[src/rtl/mips_pkg.sv]
// Shared MIPS definitions: opcode constants, PC source select, fetch FSM states.
package mips_pkg;

  localparam logic [5:0] OP_RTYPE  = 6'h00;
  localparam logic [5:0] OP_J      = 6'h02;
  localparam logic [5:0] OP_BEQ    = 6'h04;
  localparam logic [5:0] OP_ADDI   = 6'h08;
  localparam logic [5:0] OP_ORI    = 6'h0d;
  localparam logic [5:0] FUNCT_ADD = 6'h20;

  typedef enum logic [1:0] {
    PC_SRC_ALU    = 2'b00,
    PC_SRC_ALUOUT = 2'b01,
    PC_SRC_JUMP   = 2'b10,
    PC_SRC_HOLD   = 2'b11
  } pc_src_e;

  typedef enum logic [1:0] {
    FS_IDLE = 2'b00,
    FS_REQ  = 2'b01,
    FS_WAIT = 2'b10
  } fetch_state_e;

  typedef enum logic {
    KIND_INSTR = 1'b0,
    KIND_DATA  = 1'b1
  } access_kind_e;

  // Pseudo-direct jump target: upper PC nibble, 26-bit index, word aligned.
  function automatic logic [31:0] jump_target(input logic [31:0] pc_cur,
                                              input logic [25:0] idx);
    return {pc_cur[31:28], idx, 2'b00};
  endfunction

endpackage

[src/rtl/fetch_unit_if.sv]
// Read-only memory port: req/ready request handshake, rvalid data return.
interface fetch_unit_if;
  logic [31:0] mem_addr;
  logic        mem_req;
  logic        mem_ready;
  logic [31:0] mem_rdata;
  logic        mem_rvalid;

  modport master (output mem_addr, mem_req, input mem_ready, mem_rdata, mem_rvalid);
  modport slave  (input mem_addr, mem_req, output mem_ready, mem_rdata, mem_rvalid);
endinterface

[src/rtl/pc_reg.sv]
// Program counter register with next-PC select and stall-gated enable.
module pc_reg
  import mips_pkg::*;
#(
  parameter logic [31:0] RESET_PC = 32'h0000_0000
) (
  input  logic        clk,
  input  logic        rst,
  input  logic        stall,
  input  logic        pc_write,
  input  logic        branch,
  input  logic        zero,
  input  logic [1:0]  pc_src,
  input  logic [31:0] alu_result,
  input  logic [31:0] alu_out,
  input  logic [25:0] instr_idx,
  output logic [31:0] pc
);

  logic [31:0] pc_q, pc_d;
  logic        pc_en;

  // Next PC: commands are ignored while an access is pending.
  always_comb begin
    pc_en = ~stall & (pc_write | (branch & zero));
    pc_d  = pc_q;
    if (pc_en) begin
      case (pc_src_e'(pc_src))
        PC_SRC_ALU:    pc_d = alu_result;
        PC_SRC_ALUOUT: pc_d = alu_out;
        PC_SRC_JUMP:   pc_d = jump_target(pc_q, instr_idx);
        default:       pc_d = pc_q;
      endcase
    end
  end

  // PC register.
  always_ff @(posedge clk) begin
    if (rst) pc_q <= RESET_PC;
    else     pc_q <= pc_d;
  end

  assign pc = pc_q;

endmodule

[src/rtl/fetch_unit.sv]
// Fetch unit: PC/IR/MDR, memory access FSM, IR field slicing, stall generation.
module fetch_unit
  import mips_pkg::*;
#(
  parameter logic [31:0] RESET_PC = 32'h0000_0000,
  parameter logic [7:0]  TIMEOUT  = 8'd255
) (
  input  logic         clk,
  input  logic         rst,
  input  logic         ir_write,
  input  logic         mem_read,
  input  logic         iord,
  input  logic         pc_write,
  input  logic         branch,
  input  logic         zero,
  input  logic [1:0]   pc_src,
  input  logic [31:0]  alu_result,
  input  logic [31:0]  alu_out,
  fetch_unit_if.master mem,
  output logic [31:0]  pc,
  output logic [31:0]  instr,
  output logic [5:0]   opcode,
  output logic [4:0]   rs,
  output logic [4:0]   rt,
  output logic [4:0]   rd,
  output logic [5:0]   funct,
  output logic [15:0]  imm,
  output logic [31:0]  mdr,
  output logic         stall,
  output logic         err
);

  fetch_state_e state_q, state_d;
  access_kind_e kind_q, kind_d;
  logic [31:0]  addr_q, addr_d;
  logic [7:0]   cnt_q, cnt_d;
  logic [31:0]  ir_q, ir_d;
  logic [31:0]  mdr_q, mdr_d;
  logic         err_q, err_d;
  logic         iserved_q, iserved_d;
  logic         dserved_q, dserved_d;
  logic         want_instr, want_data, stall_c, finish;

  // The controller holds ir_write/mem_read until it sees stall low. Each
  // request is serviced once per controller state: the served flags mask a
  // completed request so stall can drop, and clear on the edge where it does.
  always_comb begin
    want_instr = ir_write & ~iserved_q;
    want_data  = mem_read & ~dserved_q;
    state_d    = state_q;
    kind_d     = kind_q;
    addr_d     = addr_q;
    cnt_d      = cnt_q;
    ir_d       = ir_q;
    mdr_d      = mdr_q;
    err_d      = err_q;
    iserved_d  = iserved_q;
    dserved_d  = dserved_q;
    finish     = 1'b0;
    stall_c    = (state_q != FS_IDLE);

    case (state_q)
      FS_IDLE: begin
        if (want_instr) begin
          state_d = FS_REQ;
          kind_d  = KIND_INSTR;
          addr_d  = pc;
          stall_c = 1'b1;
        end else if (want_data) begin
          state_d = FS_REQ;
          kind_d  = KIND_DATA;
          addr_d  = alu_out;
          stall_c = 1'b1;
        end
      end
      FS_REQ: begin
        if (mem.mem_ready) begin
          state_d = FS_WAIT;
          cnt_d   = '0;
        end
      end
      FS_WAIT: begin
        if (mem.mem_rvalid) begin
          if (kind_q == KIND_INSTR) ir_d  = mem.mem_rdata;
          else                      mdr_d = mem.mem_rdata;
          finish = 1'b1;
        end else begin
          cnt_d = cnt_q + 8'd1;
          if (cnt_d == TIMEOUT) begin
            err_d  = 1'b1;
            finish = 1'b1;
          end
        end
      end
      default: state_d = FS_IDLE;
    endcase

    if (finish) begin
      state_d = FS_IDLE;
      if (kind_q == KIND_INSTR) iserved_d = 1'b1;
      else                      dserved_d = 1'b1;
    end

    if (!stall_c) begin
      iserved_d = 1'b0;
      dserved_d = 1'b0;
    end
  end

  // State and datapath registers.
  always_ff @(posedge clk) begin
    if (rst) begin
      state_q   <= FS_IDLE;
      kind_q    <= KIND_INSTR;
      addr_q    <= '0;
      cnt_q     <= '0;
      ir_q      <= '0;
      mdr_q     <= '0;
      err_q     <= 1'b0;
      iserved_q <= 1'b0;
      dserved_q <= 1'b0;
    end else begin
      state_q   <= state_d;
      kind_q    <= kind_d;
      addr_q    <= addr_d;
      cnt_q     <= cnt_d;
      ir_q      <= ir_d;
      mdr_q     <= mdr_d;
      err_q     <= err_d;
      iserved_q <= iserved_d;
      dserved_q <= dserved_d;
    end
  end

  pc_reg #(
    .RESET_PC (RESET_PC)
  ) u_pc_reg (
    .clk        (clk),
    .rst        (rst),
    .stall      (stall_c),
    .pc_write   (pc_write),
    .branch     (branch),
    .zero       (zero),
    .pc_src     (pc_src),
    .alu_result (alu_result),
    .alu_out    (alu_out),
    .instr_idx  (ir_q[25:0]),
    .pc         (pc)
  );

  assign mem.mem_req  = (state_q == FS_REQ);
  assign mem.mem_addr = (state_q == FS_IDLE) ? (iord ? alu_out : pc) : addr_q;

  assign instr  = ir_q;
  assign opcode = ir_q[31:26];
  assign rs     = ir_q[25:21];
  assign rt     = ir_q[20:16];
  assign rd     = ir_q[15:11];
  assign funct  = ir_q[5:0];
  assign imm    = ir_q[15:0];
  assign mdr    = mdr_q;
  assign stall  = stall_c;
  assign err    = err_q;

endmodule

[src/flat_wrapper.sv]
// flat-port wrapper written by rule: the top's interface ports become plain ports
module fetch_unit_flat import mips_pkg::*;
#(
  parameter logic [31:0] RESET_PC = 32'h0000_0000,
  parameter logic [7:0]  TIMEOUT  = 8'd255
)
  (clk, rst, ir_write, mem_read, iord, pc_write, branch, zero, pc_src, alu_result, alu_out, pc, instr, opcode, rs, rt, rd, funct, imm, mdr, stall, err, mem_mem_addr, mem_mem_req, mem_mem_ready, mem_mem_rdata, mem_mem_rvalid);
  fetch_unit_if mem_i ();
  input  logic clk;
  input  logic rst;
  input  logic ir_write;
  input  logic mem_read;
  input  logic iord;
  input  logic pc_write;
  input  logic branch;
  input  logic zero;
  input  logic [1:0] pc_src;
  input  logic [31:0] alu_result;
  input  logic [31:0] alu_out;
  output logic [31:0] pc;
  output logic [31:0] instr;
  output logic [5:0] opcode;
  output logic [4:0] rs;
  output logic [4:0] rt;
  output logic [4:0] rd;
  output logic [5:0] funct;
  output logic [15:0] imm;
  output logic [31:0] mdr;
  output logic stall;
  output logic err;
  output wire logic [$bits(mem_i.mem_addr)-1:0] mem_mem_addr;
  output wire logic [$bits(mem_i.mem_req)-1:0] mem_mem_req;
  input wire logic [$bits(mem_i.mem_ready)-1:0] mem_mem_ready;
  input wire logic [$bits(mem_i.mem_rdata)-1:0] mem_mem_rdata;
  input wire logic [$bits(mem_i.mem_rvalid)-1:0] mem_mem_rvalid;
  assign mem_mem_addr = mem_i.mem_addr;
  assign mem_mem_req = mem_i.mem_req;
  assign mem_i.mem_ready = mem_mem_ready;
  assign mem_i.mem_rdata = mem_mem_rdata;
  assign mem_i.mem_rvalid = mem_mem_rvalid;
  fetch_unit #(.RESET_PC(RESET_PC), .TIMEOUT(TIMEOUT)) u_core (.clk(clk), .rst(rst), .ir_write(ir_write), .mem_read(mem_read), .iord(iord), .pc_write(pc_write), .branch(branch), .zero(zero), .pc_src(pc_src), .alu_result(alu_result), .alu_out(alu_out), .mem(mem_i), .pc(pc), .instr(instr), .opcode(opcode), .rs(rs), .rt(rt), .rd(rd), .funct(funct), .imm(imm), .mdr(mdr), .stall(stall), .err(err));
endmodule
[config.mk]
export PLATFORM = sky130hd
export DESIGN_NAME = fetch_unit_flat
export DESIGN_NICKNAME = d
export VERILOG_FILES = /design/src/rtl/mips_pkg.sv /design/src/rtl/fetch_unit_if.sv /design/src/rtl/pc_reg.sv /design/src/rtl/fetch_unit.sv /design/src/flat_wrapper.sv
export SDC_FILE = /design/constraint.sdc
export NUM_CORES = 1
export LEC_CHECK = 0
export CELL_PAD_IN_SITES_DETAIL_PLACEMENT = 2
export CELL_PAD_IN_SITES_GLOBAL_PLACEMENT = 2
export CORE_ASPECT_RATIO = 1.75
export CORE_UTILIZATION = 24
export DETAILED_ROUTE_END_ITERATION = 16
export PLACE_DENSITY_LB_ADDON = 0.08
export SYNTH_ARGS = -nofsm -noshare
export SYNTH_HDL_FRONTEND = slang
export SYNTH_HIERARCHICAL = 1
export SYNTH_SLANG_ARGS = --single-unit
[constraint.sdc]
create_clock -name clk -period 2.2 [get_ports clk]
set_input_delay 0.22 -clock clk [delete_from_list [all_inputs] [get_ports clk]]
set_output_delay 0.22 -clock clk [all_outputs]
set_load 0.02 [all_outputs]
==> qor.txt, run 1 <==
Status - completed
Post-DP Area - 0.0101 mm2
Residual DRC count - 0
Syn_nets - 974
Vias per inst - 4.76
Ys async rst share - 0%
Largest net degree at the start of global routing - 45
Netlist cell types - 48
Power share of the combinational group - 18.8%
TritonRoute pass-1 iters - 5
Max Buffers Root-to-Sink - 2
Register area share after synthesis - 40.3%
Initial DRC count - 157
Synthesized flop and latch total - 142
Worst-Skew Late Latency - 440 ps
Gr ovfl total - 0
Tmin final - 2120 ps
Final Power - 7.63 mW
Synth Area in Compound Gates - 23.1%
# hold bufs at CTS - 0
FF-to-FF path depth - 6
Clock-pin slew of the registers on the worst-case setup and hold paths - 60 ps
R2R Setup Slk - 310 ps
Number of routed nets with antenna violations - 0
Synth Flop Type - dfxtp_1
Fillers - 3,262
Die ar. - 0.0301 mm2
Mean Syn Cell Area - 8.20 um2
Final core occ - 37.4%
Area Growth Syn to Fin - 52.3%
Power Internal - 5.57 mW
Sw Pwr - 2.06 mW
Synthesized instance count - 860
Area of the multi-input gates - 0.00355 mm2
Slew margin rel. - 48.2%
Pwr Density - 710 mW/mm2
Initial antenna violation count - 4
PortBufs - 281
Register area - 0.00284 mm2
Crit-path max FO - 44
Seq pwr share - 36.3%
Critical path data required time - 1980 ps
Share of cells above drive strength 1 - 11.2%
XOR/XNOR Fraction of Synth Area - 0.124%
Core area - 0.0287 mm2
GRT Util Overall - 20.3%
Worst Tran Pin Value - 776 ps
Final Instance Count excl. Fillers - 1,481
Endpoints failing setup - 0
Synth area leader - dfxtp_1
Root Buffer - clkbuf_16
Top-area cell type share of the netlist area - 40.3%
CTS tree - yes
MaxCap Viol Count - 0
Post-Syn Area - 0.00705 mm2
Final wirelength - 30,100 um
VDD IR max - 563 uV
Inst Count DP - 1,447
Simple-Gate Fraction of Synth Area - 16.4%
Sw Share - 27.0%
Fmax - 471 MHz
CTS Buf Count - 17
Height of the chip - 229 um
Worst EP arrival - 1900 ps
Clk pwr share - 44.9%
Setup Skew - 8.39 ps
Wire per inst - 20.3 um
Nets - 1,202
Crit. End Element - output pin
# IOs - 282
Final Hold Vio Count - 0
CP startpoint - u_core/state_q[0]$_SDFFE_PP0P_
FP Rows - 82
EDFF count, synth - 0
Setup crit start kind - register
Final Instance Area - 0.0107 mm2
First-pass GRT wire length - 46,200 um
Die width - 132 um
Starting Density - 24.5%
Adder-cell share of the synthesized area - 1.06%
CTS Sinks - 142
RSZ-0062 raised after global routing - true
Mux cell area share after synthesis - 9.23%
Setup bufs post-CTS - 0
Reg2Reg Launch Point - u_core/state_q[0]$_SDFFE_PP0P_
Tcrit/Tclk final - 96.5%
Largest family of logic cells by synthesized area - compound AO/OA/AOI/OAI gates
Yosys warns - 6
Leak Pwr - 3.95 nW
Routability cong. - 0.772
Via count - 7,055
Main area contributors after synthesis - dfxtp_1 (40%), mux2i_1 (9.2%), nand2_1 (8.9%), a21oi_1 (7.0%), buf_4 (4.8%)
Worst hold path type - input port to register
Final number of max-transition violations - 0
WS Path Type - register to output pin
Worst hold slack - 222 ps
R2R Path End - u_core/u_pc_reg/pc[15]$_SDFFE_PP0P_
Vias in the first global route - 7,687
Worst setup path end - mem_mem_addr[26]
Hpwl dp - 23,000 um
H-tree depth - 4
worst min path at each step:
stage	endpoint	from	cells past startpoint	slack [ps]
after global placement	u_core/mdr[24]$_SDFFE_PP0P_	u_core/mdr[24]$_SDFFE_PP0P_	2	440
after floorplan	u_core/mdr[0]$_SDFFE_PP0P_	mem_mem_rdata[0]	2	360
after CTS	u_core/cnt_q[0]$_SDFFE_PP0P_	rst	2	200
final	u_core/cnt_q[0]$_SDFFE_PP0P_	rst	2	220
after detailed placement	u_core/mdr[30]$_SDFFE_PP0P_	u_core/mdr[30]$_SDFFE_PP0P_	2	450
after global routing	u_core/cnt_q[1]$_SDFFE_PP0P_	rst	2	240
cell usage after synthesis (2+ instances only):
| cell type | count |
|---|---|
| nand2_1 | 168 |
| dfxtp_1 | 142 |
| a21oi_1 | 98 |
| nor2_1 | 70 |
| mux2i_1 | 65 |
| buf_4 | 45 |
| clkbuf_1 | 38 |
| o21ai_0 | 38 |
| a211oi_1 | 32 |
| a22oi_1 | 26 |
| a22o_2 | 23 |
| buf_2 | 21 |
| a311oi_1 | 9 |
| a31oi_1 | 8 |
| inv_1 | 8 |
| nor2b_1 | 8 |
| nand3_1 | 7 |
| buf_6 | 6 |
| ha_1 | 6 |
| nand2b_1 | 5 |
| a22o_1 | 3 |
| buf_1 | 3 |
| a21o_1 | 2 |
| and3b_1 | 2 |
| nand3b_1 | 2 |
| o21ba_2 | 2 |
| or3_1 | 2 |
critical path: stages (launching register included):
cell and delay [ps]:
dfxtp_1 300, or2_2 390, buf_12 210, o21ai_0 190, clkdlybuf4s15_1 360
layout make-up:
cell class | instances | share of cell area (%)
Clock inverter | 10 | 1.93
Multi-Input combinational cell | 597 | 33.0
Antenna cell | 3 | 0.0699
Timing Repair Buffer | 322 | 29.3
Tap cell | 378 | 4.40
Inverter | 8 | 0.280
Clock buffer | 21 | 4.47
Sequential cell | 142 | 26.5
power groups by stage:
stage | Combinational [mW] | Clock (mW) | Sequential, mW
after floorplan | 0.721 | 0 | 2.84
after detailed placement | 1.51 | 0 | 2.83
after global routing | 1.55 | 3.61 | 2.79
final | 1.43 | 3.43 | 2.77
after CTS | 1.46 | 3.52 | 2.77
after global placement | 1.50 | 0 | 2.83
layout by cell type, fill, tap and decap left out, drive strengths merged, types with 3 or more instances in the layout:
cell and n:
clkdlybuf4s50 246, nand2 168, dfxtp 142, a21oi 99
nor2 71, mux2i 65, buf 44, o21ai 38
a211oi 32, clkbuf 32, a22oi 26, a22o 26
dlygate4sd2 14, a311oi 9, inv 8, a31oi 8
nor2b 8, nand3 7, clkdlybuf4s15 7, bufinv 6
ha 6, nand2b 5, diode 3, clkinvlp 3
logic make-up after synthesis:
group | after synthesis
AO/OA/AOI/OAI | 250
XOR/XNOR | 1
adder cells (fa/ha/maj) | 6
buffers and inverters | 121
flip-flops | 142
multiplexers | 65
AND/OR/NAND/NOR | 275
repair_timing:
item / in CTS / in global routing
pin swaps: 0 / 0
endpoints found under the hold margin: 0 / 0
gates resized for setup: 40 / 37
setup endpoints to repair: 33 / 19
per-layer routing:
layer	routed length (um)	up-vias	global-route usage, %
li1	-	3425	-
met1	11600	3429	21.1
met2	16300	169	38.0
met3	1570	32	5.48
met4	659	0	7.89
met5	0	-	0
metrics by stage:
stage / TNS (ps) / setup slack [ps]
after floorplan: 0 / 169
after global placement: 0 / 77.7
after detailed placement: 0 / 33.5
after CTS: 0 / 0.274
after global routing: -24.5 / -24.5
final: 0 / 76.5
Note: power is estimated with default switching activity, not from simulation.
==> inputs of run 2 (changes only) <==
--- a/config.mk
+++ b/config.mk
@@ -9,6 +9,7 @@
 export CELL_PAD_IN_SITES_GLOBAL_PLACEMENT = 2
 export CORE_ASPECT_RATIO = 1.75
 export CORE_UTILIZATION = 24
+export CTS_CLUSTER_SIZE = 25
 export DETAILED_ROUTE_END_ITERATION = 16
 export PLACE_DENSITY_LB_ADDON = 0.08
 export SYNTH_ARGS = -nofsm -noshare
==> results of run 2 <==
No change in the layout: final DEF, timing and power equal those of run 1.
